<file path="config.mk">
export PLATFORM = sky130hd
export DESIGN_NAME = vga_timing_gen
export DESIGN_NICKNAME = d
export VERILOG_FILES = /design/src/rtl/vga_timing_gen.sv
export SDC_FILE = /design/constraint.sdc
export NUM_CORES = 1
export LEC_CHECK = 0
export CAP_MARGIN = 5
export CORE_ASPECT_RATIO = 2
export CORE_MARGIN = 8
export CORE_UTILIZATION = 49
export DETAILED_ROUTE_END_ITERATION = 12
export GPL_TIMING_DRIVEN = 0
export PLACE_DENSITY = 0.78
export SLEW_MARGIN = 30
export SYNTH_ARGS = -nofsm -noshare
export SYNTH_HDL_FRONTEND = slang
export SYNTH_SLANG_ARGS = --single-unit
export TNS_END_PERCENT = 30
</file>
<file path="constraint.sdc">
create_clock -name clk -period 2.68 [get_ports clk]
set_input_delay 0.804 -clock clk [delete_from_list [all_inputs] [get_ports clk]]
set_output_delay 0.804 -clock clk [all_outputs]
set_load 0.03 [all_outputs]
</file>
<file path="src/rtl/vga_timing_gen.sv">
// vga_timing_gen: parametrised raster timing generator with run-enable,
// registered sync/de/coordinate outputs and line/frame/vblank strobes.
// Optional frame counter built only when VGA_FRAME_CNT_EN is defined;
// otherwise frame_cnt is tied to zero.
module vga_timing_gen #(
    parameter int unsigned H_VISIBLE   = 640,
    parameter int unsigned H_FRONT     = 16,
    parameter int unsigned H_SYNC      = 96,
    parameter int unsigned H_BACK      = 48,
    parameter int unsigned V_VISIBLE   = 480,
    parameter int unsigned V_FRONT     = 10,
    parameter int unsigned V_SYNC      = 2,
    parameter int unsigned V_BACK      = 33,
    parameter bit          HSYNC_POL   = 1'b0,
    parameter bit          VSYNC_POL   = 1'b0,
    parameter int unsigned SCALE_SHIFT = 1,
    parameter int unsigned CNT_W       = 11
) (
    input  logic             clk,
    input  logic             rst,
    input  logic             en,
    output logic             hsync,
    output logic             vsync,
    output logic             de,
    output logic [CNT_W-1:0] px_x,
    output logic [CNT_W-1:0] px_y,
    output logic             line_start,
    output logic             frame_start,
    output logic             vblank_start,
    output logic [15:0]      frame_cnt
);

    localparam int unsigned H_TOTAL = H_VISIBLE + H_FRONT + H_SYNC + H_BACK;
    localparam int unsigned V_TOTAL = V_VISIBLE + V_FRONT + V_SYNC + V_BACK;

    localparam logic [CNT_W-1:0] H_LAST   = CNT_W'(H_TOTAL - 1);
    localparam logic [CNT_W-1:0] V_LAST   = CNT_W'(V_TOTAL - 1);
    localparam logic [CNT_W-1:0] H_VIS    = CNT_W'(H_VISIBLE);
    localparam logic [CNT_W-1:0] V_VIS    = CNT_W'(V_VISIBLE);
    localparam logic [CNT_W-1:0] H_SYNC_S = CNT_W'(H_VISIBLE + H_FRONT);
    localparam logic [CNT_W-1:0] H_SYNC_E = CNT_W'(H_VISIBLE + H_FRONT + H_SYNC);
    localparam logic [CNT_W-1:0] V_SYNC_S = CNT_W'(V_VISIBLE + V_FRONT);
    localparam logic [CNT_W-1:0] V_SYNC_E = CNT_W'(V_VISIBLE + V_FRONT + V_SYNC);

    typedef enum logic {
        IDLE,
        RUN
    } state_t;

    state_t           state_q;
    logic [CNT_W-1:0] h_cnt_q, v_cnt_q;
    logic [CNT_W-1:0] h_cnt_d, v_cnt_d;

    logic             hsync_q, vsync_q, de_q;
    logic [CNT_W-1:0] px_x_q, px_y_q;
    logic             line_start_q, frame_start_q, vblank_start_q;

    logic             hsync_d, vsync_d, de_d;
    logic [CNT_W-1:0] px_x_d, px_y_d;
    logic             line_start_d, frame_start_d, vblank_start_d;
    logic             run;

    // Next counter position and output decode of the current position
    always_comb begin
        run     = (state_q == RUN);
        h_cnt_d = (h_cnt_q == H_LAST) ? '0 : h_cnt_q + CNT_W'(1);
        v_cnt_d = v_cnt_q;
        if (h_cnt_q == H_LAST) begin
            v_cnt_d = (v_cnt_q == V_LAST) ? '0 : v_cnt_q + CNT_W'(1);
        end

        hsync_d = (run && h_cnt_q >= H_SYNC_S && h_cnt_q < H_SYNC_E) ? HSYNC_POL : ~HSYNC_POL;
        vsync_d = (run && v_cnt_q >= V_SYNC_S && v_cnt_q < V_SYNC_E) ? VSYNC_POL : ~VSYNC_POL;
        de_d    = run && (h_cnt_q < H_VIS) && (v_cnt_q < V_VIS);
        px_x_d  = run ? (h_cnt_q >> SCALE_SHIFT) : '0;
        px_y_d  = run ? (v_cnt_q >> SCALE_SHIFT) : '0;

        line_start_d   = run && (h_cnt_q == '0);
        frame_start_d  = line_start_d && (v_cnt_q == '0);
        vblank_start_d = line_start_d && (v_cnt_q == V_VIS);
    end

    // Run/idle FSM, raster counters and registered outputs
    always_ff @(posedge clk) begin
        if (!rst) begin
            state_q        <= IDLE;
            h_cnt_q        <= '0;
            v_cnt_q        <= '0;
            hsync_q        <= ~HSYNC_POL;
            vsync_q        <= ~VSYNC_POL;
            de_q           <= 1'b0;
            px_x_q         <= '0;
            px_y_q         <= '0;
            line_start_q   <= 1'b0;
            frame_start_q  <= 1'b0;
            vblank_start_q <= 1'b0;
        end else begin
            hsync_q        <= hsync_d;
            vsync_q        <= vsync_d;
            de_q           <= de_d;
            px_x_q         <= px_x_d;
            px_y_q         <= px_y_d;
            line_start_q   <= line_start_d;
            frame_start_q  <= frame_start_d;
            vblank_start_q <= vblank_start_d;
            case (state_q)
                IDLE: begin
                    if (en) begin
                        state_q <= RUN;
                    end
                end
                RUN: begin
                    if (!en) begin
                        // Dropping en is a stop, not a pause: next run starts at frame top
                        state_q <= IDLE;
                        h_cnt_q <= '0;
                        v_cnt_q <= '0;
                    end else begin
                        h_cnt_q <= h_cnt_d;
                        v_cnt_q <= v_cnt_d;
                    end
                end
                default: state_q <= IDLE;
            endcase
        end
    end

    assign hsync        = hsync_q;
    assign vsync        = vsync_q;
    assign de           = de_q;
    assign px_x         = px_x_q;
    assign px_y         = px_y_q;
    assign line_start   = line_start_q;
    assign frame_start  = frame_start_q;
    assign vblank_start = vblank_start_q;

`ifdef VGA_FRAME_CNT_EN
    logic [15:0] frame_cnt_q;
    logic        first_q;

    // Frame counter: skips the frame_start that opens each run
    always_ff @(posedge clk) begin
        if (!rst) begin
            frame_cnt_q <= '0;
            first_q     <= 1'b0;
        end else if (state_q == IDLE && en) begin
            first_q <= 1'b1;
        end else if (frame_start_d) begin
            if (first_q) begin
                first_q <= 1'b0;
            end else begin
                frame_cnt_q <= frame_cnt_q + 16'd1;
            end
        end
    end

    assign frame_cnt = frame_cnt_q;
`else
    assign frame_cnt = '0;
`endif

endmodule

</file>
==> summary.txt, run 1 <==
Floorplanning
  – Initial cell density of the core: 0.509
  – Core Region: between 4000 and 5000 µm²
  – Die height: approximately 110 µm
  – Die X: between 60 and 70 µm
  – Top Ports: 47
  – # rows: 33
  – Die area: around 6800 µm²

Finish
  – Layout Nets: approximately 290
  – Fin area: ~2600 µm²
  – Share of layout cells above drive strength 1: 0.123
  – Layout area overhead: 26.0%
  – Register area: between 900 and 1000 µm²
  – Diode count: 0
  – Fillers: 350
  – Multi-input logic area: roughly 960 µm²
  – Util after Layout: 0.641

Flow run
  – Max-cap violations: 0

GRT
  – Number of global-route vias before repair: 1,768
  – Met1 Use GR: 0.120
  – First-pass GRT wire length: approximately 8 mm
  – GR Util met3: 0.0414
  – GRT busiest layer: met2
  – Largest net degree at the start of global routing: 15
  – GRT Overall Usage: 0.144
  – M2 GR Usage: 0.281
  – Gr ovfl total: 0
  – Antenna violations before repair: 0

Placed design
  – Dpl cell area: approximately 2500 µm²
  – Post-DP HPWL: 3.63 mm
  – Routability Congestion: about 0.92
  – Buffers on Ports: 28

Synth
  – Synth warnings: 0
  – Syn Area/Cell: approximately 9.1 µm²
  – Netlist cell types: 44
  – Count of flip-flops with a built-in enable after synthesis: 0
  – Top cells by count, synth: dfxtp_1, nor2_1, buf_4, nand2_1, and3_1
  – Mapped Area: 2100 µm²
  – Post-Syn Instances: roughly 230
  – #FFs+latches synth: between 40 and 50
  – Synth area leader: dfxtp_1
  – Cell with the most instances after synthesis: dfxtp_1
  – Ys flop type: dfxtp_1
  – Yosys top cell area share: 0.467
  – Post-synthesis sequential area ratio: 0.467
  – Area contributors post-synth: dfxtp_1, buf_4, nor2_1
  – Fraction of registers with async set/reset: 0

Critical path
  – Reg2reg path depth: 6
  – Crit Path Max Fanout: 9
  – CP arrival: roughly 2.8 ns
  – R2r setup slk: ~0.45 ns
  – Worst EP required: 2.88 ns
  – Crit Path Class: input port to register
  – Reg-to-reg endpoint: v_cnt_q[3]$_SDFFE_PN0P_
  – Startpoint Class: input port
  – R2R Path Start: h_cnt_q[0]$_SDFFE_PN0P_
  – Worst setup EP type: register

Route
  – WL per Instance: between 10 and 15 µm
  – Drt first-iter violations: 38
  – Final WL: between 4 and 5 mm
  – Drt drc: 0
  – Vias: 1,777
  – Via/cell ratio: 5.29
  – DRT Pass-1 Iters: 4
  – Final ANT Viol Nets: 0

Timing
  – Fmax: just under 0.4 GHz
  – Fin. max-slew vios: 0
  – Setup Skew: between 0.005 and 0.006 ns
  – RSZ-0062 raised after global routing: false
  – Worst Max-Slew Pin Slew: roughly 0.81 ns
  – Fin Hold WS: just under 0.5 ns
  – Ratio of final minimum period to clock period: 0.954
  – Final Hold Vio Count: 0
  – Slew HR: 0.462
  – Minimum clock period: 2.56 ns
  – Final setup vio count: 0

Clock network
  – Clk root buf: clkbuf_8
  – Clk slew on worst S/H paths: 0.08 ns
  – Clock buffer depth: 2
  – Clock Sinks: 49
  – Cts hold-fix bufs: 0
  – Clk_lat worst skew: slightly below 0.3 ns
  – CTS tree: done
  – H-tree Lvls: 2
  – Num CTS Buffers: 5

Pwr
  – Pwr per Cell Area: between 500 and 600 nW/µm²
  – Pleak: 1.08 nW
  – Final Power: between 0.001 and 0.0015 W
  – Max VDD drop: 0.353 mV

Hold path
  – Hold path startpoint: h_cnt_q[7]$_SDFFE_PN0P_
  – Min-Delay Endpoint: hsync$_SDFF_PN1_
  – Hold Path Class: register to register
  – Hold path cells: 1

Run status
  – Status: completed
[kinds of logic after synthesis]
logic type,count (synthesis),synth area share
and+or+nand+nor,96,0.242
DFF,49,0.467
buffers and inverters,42,0.117
AOI/OAI and AO/OA,28,0.101
xor gates and xnor gates,9,0.0375
adders and majority gates,5,0.0298
other,1,0.00179
muxes,1,0.00476
[cells in the final DEF (no fill, tap or decap), types with 2 or more instances in the layout]
cell | netlist | routed
nor3_1 | 6 | 6
clkdlybuf4s50_1 | 0 | 28
buf_4 | 18 | 18
dfxtp_1 | 49 | 49
a32oi_1 | 4 | 4
a22o_2 | 2 | 2
a22o_1 | 2 | 2
xor2_1 | 3 | 3
nor2b_1 | 2 | 2
a21oi_1 | 2 | 2
xnor2_1 | 6 | 6
nand2_1 | 16 | 16
nand3_1 | 10 | 10
inv_1 | 12 | 12
ha_1 | 5 | 5
clkbuf_1 | 7 | 8
o2bb2ai_1 | 2 | 2
o21ai_0 | 3 | 3
a22oi_1 | 2 | 2
or4_1 | 2 | 2
and3_1 | 14 | 14
clkbuf_8 | 1 | 7
nand2b_1 | 2 | 2
buf_2 | 2 | 2
o31ai_1 | 3 | 3
a21boi_0 | 3 | 2
conb_1 | 1 | 18
and4_1 | 3 | 3
nor2_1 | 24 | 24
nor4_1 | 4 | 3
nand4_1 | 6 | 6
[where the power goes]
group | internal (W) | leakage [nW] | switching [W]
Combinational | 0.0000376 | 0.628 | 0.0000706
Sequential | 0.000732 | 0.395 | 0.00000382
Clock | 0.000304 | 0.0585 | 0.000223
Total | 0.00107 | 1.08 | 0.000297
[cell type report]
type	instances	area share
multi-input cells	157	0.362
clock buffers	7	0.0326
inverters	12	0.0170
repair buffers	28	0.106
flip-flops and latches	49	0.371
plain buffers	30	0.0756
well taps	52	0.0246
clock inverters	1	0.0113
[stage by stage]
step / cells / TNS [ns] / setup slack (ns)
3_5_place_dp: 328 / -3.81 / -0.435
2_1_floorplan: 248 / 0 / 0.665
5_1_grt: 336 / 0 / 0.0173
6_report: 336 / 0 / 0.125
4_1_cts: 336 / 0 / 0.0557
3_3_place_gp: 328 / -3.72 / -0.446
[critical path: stages]
cell             delay, ns
clkdlybuf4s50_1       0.65
or4bb_1               0.59
nor4_4                0.29
nand3b_1              0.13
nor4b_1               0.28
[state kept, by name (all words and copies together) (netlist names), 10 cells and up]
signal,count
v_cnt_q,11
px_x,10
h_cnt_q,11
px_y,10
[routing by layer]
metal  vias to the layer above  wire length, µm  share of wire
met4                         0              183          0.038
met2                        73             2610           0.55
met5                         -                0              0
li1                        867                -              -
met3                        17              273          0.057
met1                       820             1710           0.36
[worst max-delay path by stage]
stage | start | end | slack, ns
after floorplan | h_cnt_q[0]$_SDFFE_PN0P_ | v_cnt_q[3]$_SDFFE_PN0P_ | 0.66
after global placement | rst | v_cnt_q[4]$_SDFFE_PN0P_ | -0.45
after detailed placement | rst | v_cnt_q[4]$_SDFFE_PN0P_ | -0.44
after CTS | rst | v_cnt_q[4]$_SDFFE_PN0P_ | 0.06
after global routing | rst | vblank_start$_SDFF_PN0_ | 0.02
final | rst | vblank_start$_SDFF_PN0_ | 0.12
[what timing repair did]
action                                  4_1_cts  5_1_grt
hold endpoints to repair                      0        0
resized for setup                             2        2
endpoints found under the setup margin        5        5
pin swaps                                     0        0
setup buffers                                 0        0
Note: power is estimated with default switching activity, not from simulation.
==> inputs of run 2 (changes only) <==
- CORE_UTILIZATION: 49 -> 45
- PLACE_DENSITY: 0.78 -> 0.73
- SKIP_CTS_REPAIR_TIMING: not set -> 1
==> run 2 against run 1 <==
- clock-buffer cell count is 2 lower
- final area decreased by 0.90%
- die area is 7.1% higher
- clock power decreased by 21%
- flip-flop and latch count stayed put
- wire length rose by 1.2%
- first-iteration DRC count up 13%
- cell count increased by 0.89%
- hold slack improved by 0.0092 ns
- sequential share of layout area increased by 0.34 points
- power fell by 8.2%
- critical path type unchanged
- critical endpoint is now h_cnt_q[0]$_SDFFE_PN0P_
- largest cell class unchanged
==> summary.txt, run 2 (synthesis results as in run 1) <==
Finish
  – Multi-input logic area: between 900 and 1000 µm²
  – Register area: between 900 and 1000 µm²
  – Most common cell after layout, fill and taps aside: dfxtp_1
  – Fin area: 2620 µm²
  – Diode count: 0
  – Layout area overhead: 24.9%
  – Commonest cells after routing, fill and taps aside: dfxtp_1, clkdlybuf4s50_1, nor2_1
  – Fillers: just over 400
  – Layout Nets: 291
  – Top Registers: h_cnt_q x11, v_cnt_q x11
  – Util after Layout: 0.576
  – Share of layout cells above drive strength 1: 0.127

Critical path
  – Startpoint Class: input port
  – R2r setup slk: between 0.4 and 0.5 ns
  – Crit Path Max Fanout: 10
  – Crit Path Class: input port to register
  – R2R Path Start: h_cnt_q[0]$_SDFFE_PN0P_
  – Reg2reg path depth: 6
  – Reg-to-reg endpoint: v_cnt_q[3]$_SDFFE_PN0P_
  – Worst EP required: roughly 2.9 ns
  – Worst setup EP type: register
  – CP arrival: 2.58 ns

Timing
  – Ratio of final minimum period to clock period: 0.876
  – Setup TNS: 0 ns
  – Minimum clock period: around 2.3 ns
  – Fmax: approximately 0.43 GHz
  – Worst Max-Slew Pin Slew: ~0.82 ns
  – Worst Slack Setup Final: approximately 0.33 ns
  – RSZ-0062 raised after global routing: false
  – Fin Hold WS: around 0.5 ns
  – Final Hold Vio Count: 0
  – Final setup vio count: 0
  – Slew HR: 0.452
  – Fin. max-slew vios: 0
  – Setup Skew: 0.00749 ns

Floorplanning
  – Die X: roughly 64 µm
  – Die area: ~7200 µm²
  – # rows: 35
  – Initial cell density of the core: 0.461
  – Die height: 113 µm
  – Top Ports: between 40 and 50
  – Core Region: around 4600 µm²

GRT
  – Gr ovfl total: 0
  – GRT Overall Usage: 0.135
  – First-pass GRT wire length: about 8 mm
  – Antenna violations before repair: 0
  – Number of global-route vias before repair: between 1,500 and 2,000
  – Largest net degree at the start of global routing: 16

Hold path
  – Hold path cells: 2
  – Hold Path Class: register to register
  – Hold path startpoint: h_cnt_q[1]$_SDFFE_PN0P_
  – Min-Delay Endpoint: px_x[0]$_SDFF_PN0_

Clock network
  – Clock Sinks: slightly below 50
  – Clk_lat worst skew: slightly below 0.3 ns
  – H-tree Lvls: 2
  – Clock buffer depth: 2
  – Clk root buf: clkbuf_8
  – Num CTS Buffers: 5
  – Clk slew on worst S/H paths: ~0.080 ns
  – CTS tree: done

Placed design
  – Post-DP HPWL: between 3 and 4 mm
  – Dpl cell area: 2510 µm²
  – Routability Congestion: between 0.8 and 0.9
  – Buffers on Ports: 28
  – Place WS: -0.483 ns

Route
  – WL per Instance: roughly 14 µm
  – Final WL: slightly below 5 mm
  – Drt first-iter violations: 43
  – Drt drc: 0
  – DRT Pass-1 Iters: 4
  – Vias: between 1,500 and 2,000
  – Final ANT Viol Nets: 0
  – Via/cell ratio: roughly 5.2

Run status
  – Status: completed

Pwr
  – Pwr per Cell Area: 479 nW/µm²
  – Max VDD drop: approximately 0.35 mV
  – Pleak: about 1.1 nW

Flow run
  – Max-cap violations: 0
==> run 2: critical path, stage by stage <==
cell and delay, ns:
clkdlybuf4s50_1 0.51, inv_1 0.08, a21oi_1 0.67, nand2_1 0.15
buf_2 0.23, nor2_1 0.13
==> run 2: layout make-up <==
cell class	count	area share
Timing Repair Buffer	28	0.108
Inverter	12	0.0172
Multi-Input combinational cell	157	0.366
Clock inverter	3	0.00668
Sequential cell	49	0.374
Buffer	30	0.0763
Clock buffer	5	0.0262
Tap cell	55	0.0262
==> run 2: routing by layer <==
layer / track usage / up-vias / routed length [µm]
li1: - / 873 / -
met1: 0.125 / 810 / 1770
met2: 0.248 / 66 / 2580
met3: 0.0289 / 19 / 264
met4: 0.0968 / 0 / 218
met5: 0 / - / 0
==> run 2: stage by stage <==
stage / total power, W / cells
finish: 0.00126 / 339
global route: 0.00130 / 339
CTS: 0.00126 / 339
detailed placement: 0.000857 / 331
global placement: 0.000856 / 331
floorplan: 0.000837 / 248
==> run 2: how the worst max path moves through the flow <==
stage                                         end  slack (ns)  cells after the start                    start
after CTS                 v_cnt_q[4]$_SDFFE_PN0P_       -0.20                      5                      rst
after detailed placement  v_cnt_q[4]$_SDFFE_PN0P_       -0.48                      5                      rst
after global placement    v_cnt_q[4]$_SDFFE_PN0P_       -0.50                      5                      rst
final                     h_cnt_q[0]$_SDFFE_PN0P_        0.33                      6                       en
after floorplan           v_cnt_q[3]$_SDFFE_PN0P_        0.66                      6  h_cnt_q[0]$_SDFFE_PN0P_
after global routing      h_cnt_q[0]$_SDFFE_PN0P_        0.17                      6                       en
==> run 2: power breakdown <==
part           leakage, nW  internal, W  switching [W]  total [W]
registers            0.395     0.000732     0.00000403   0.000736
logic                0.637    0.0000374      0.0000706   0.000108
clock network       0.0439     0.000180       0.000233   0.000414
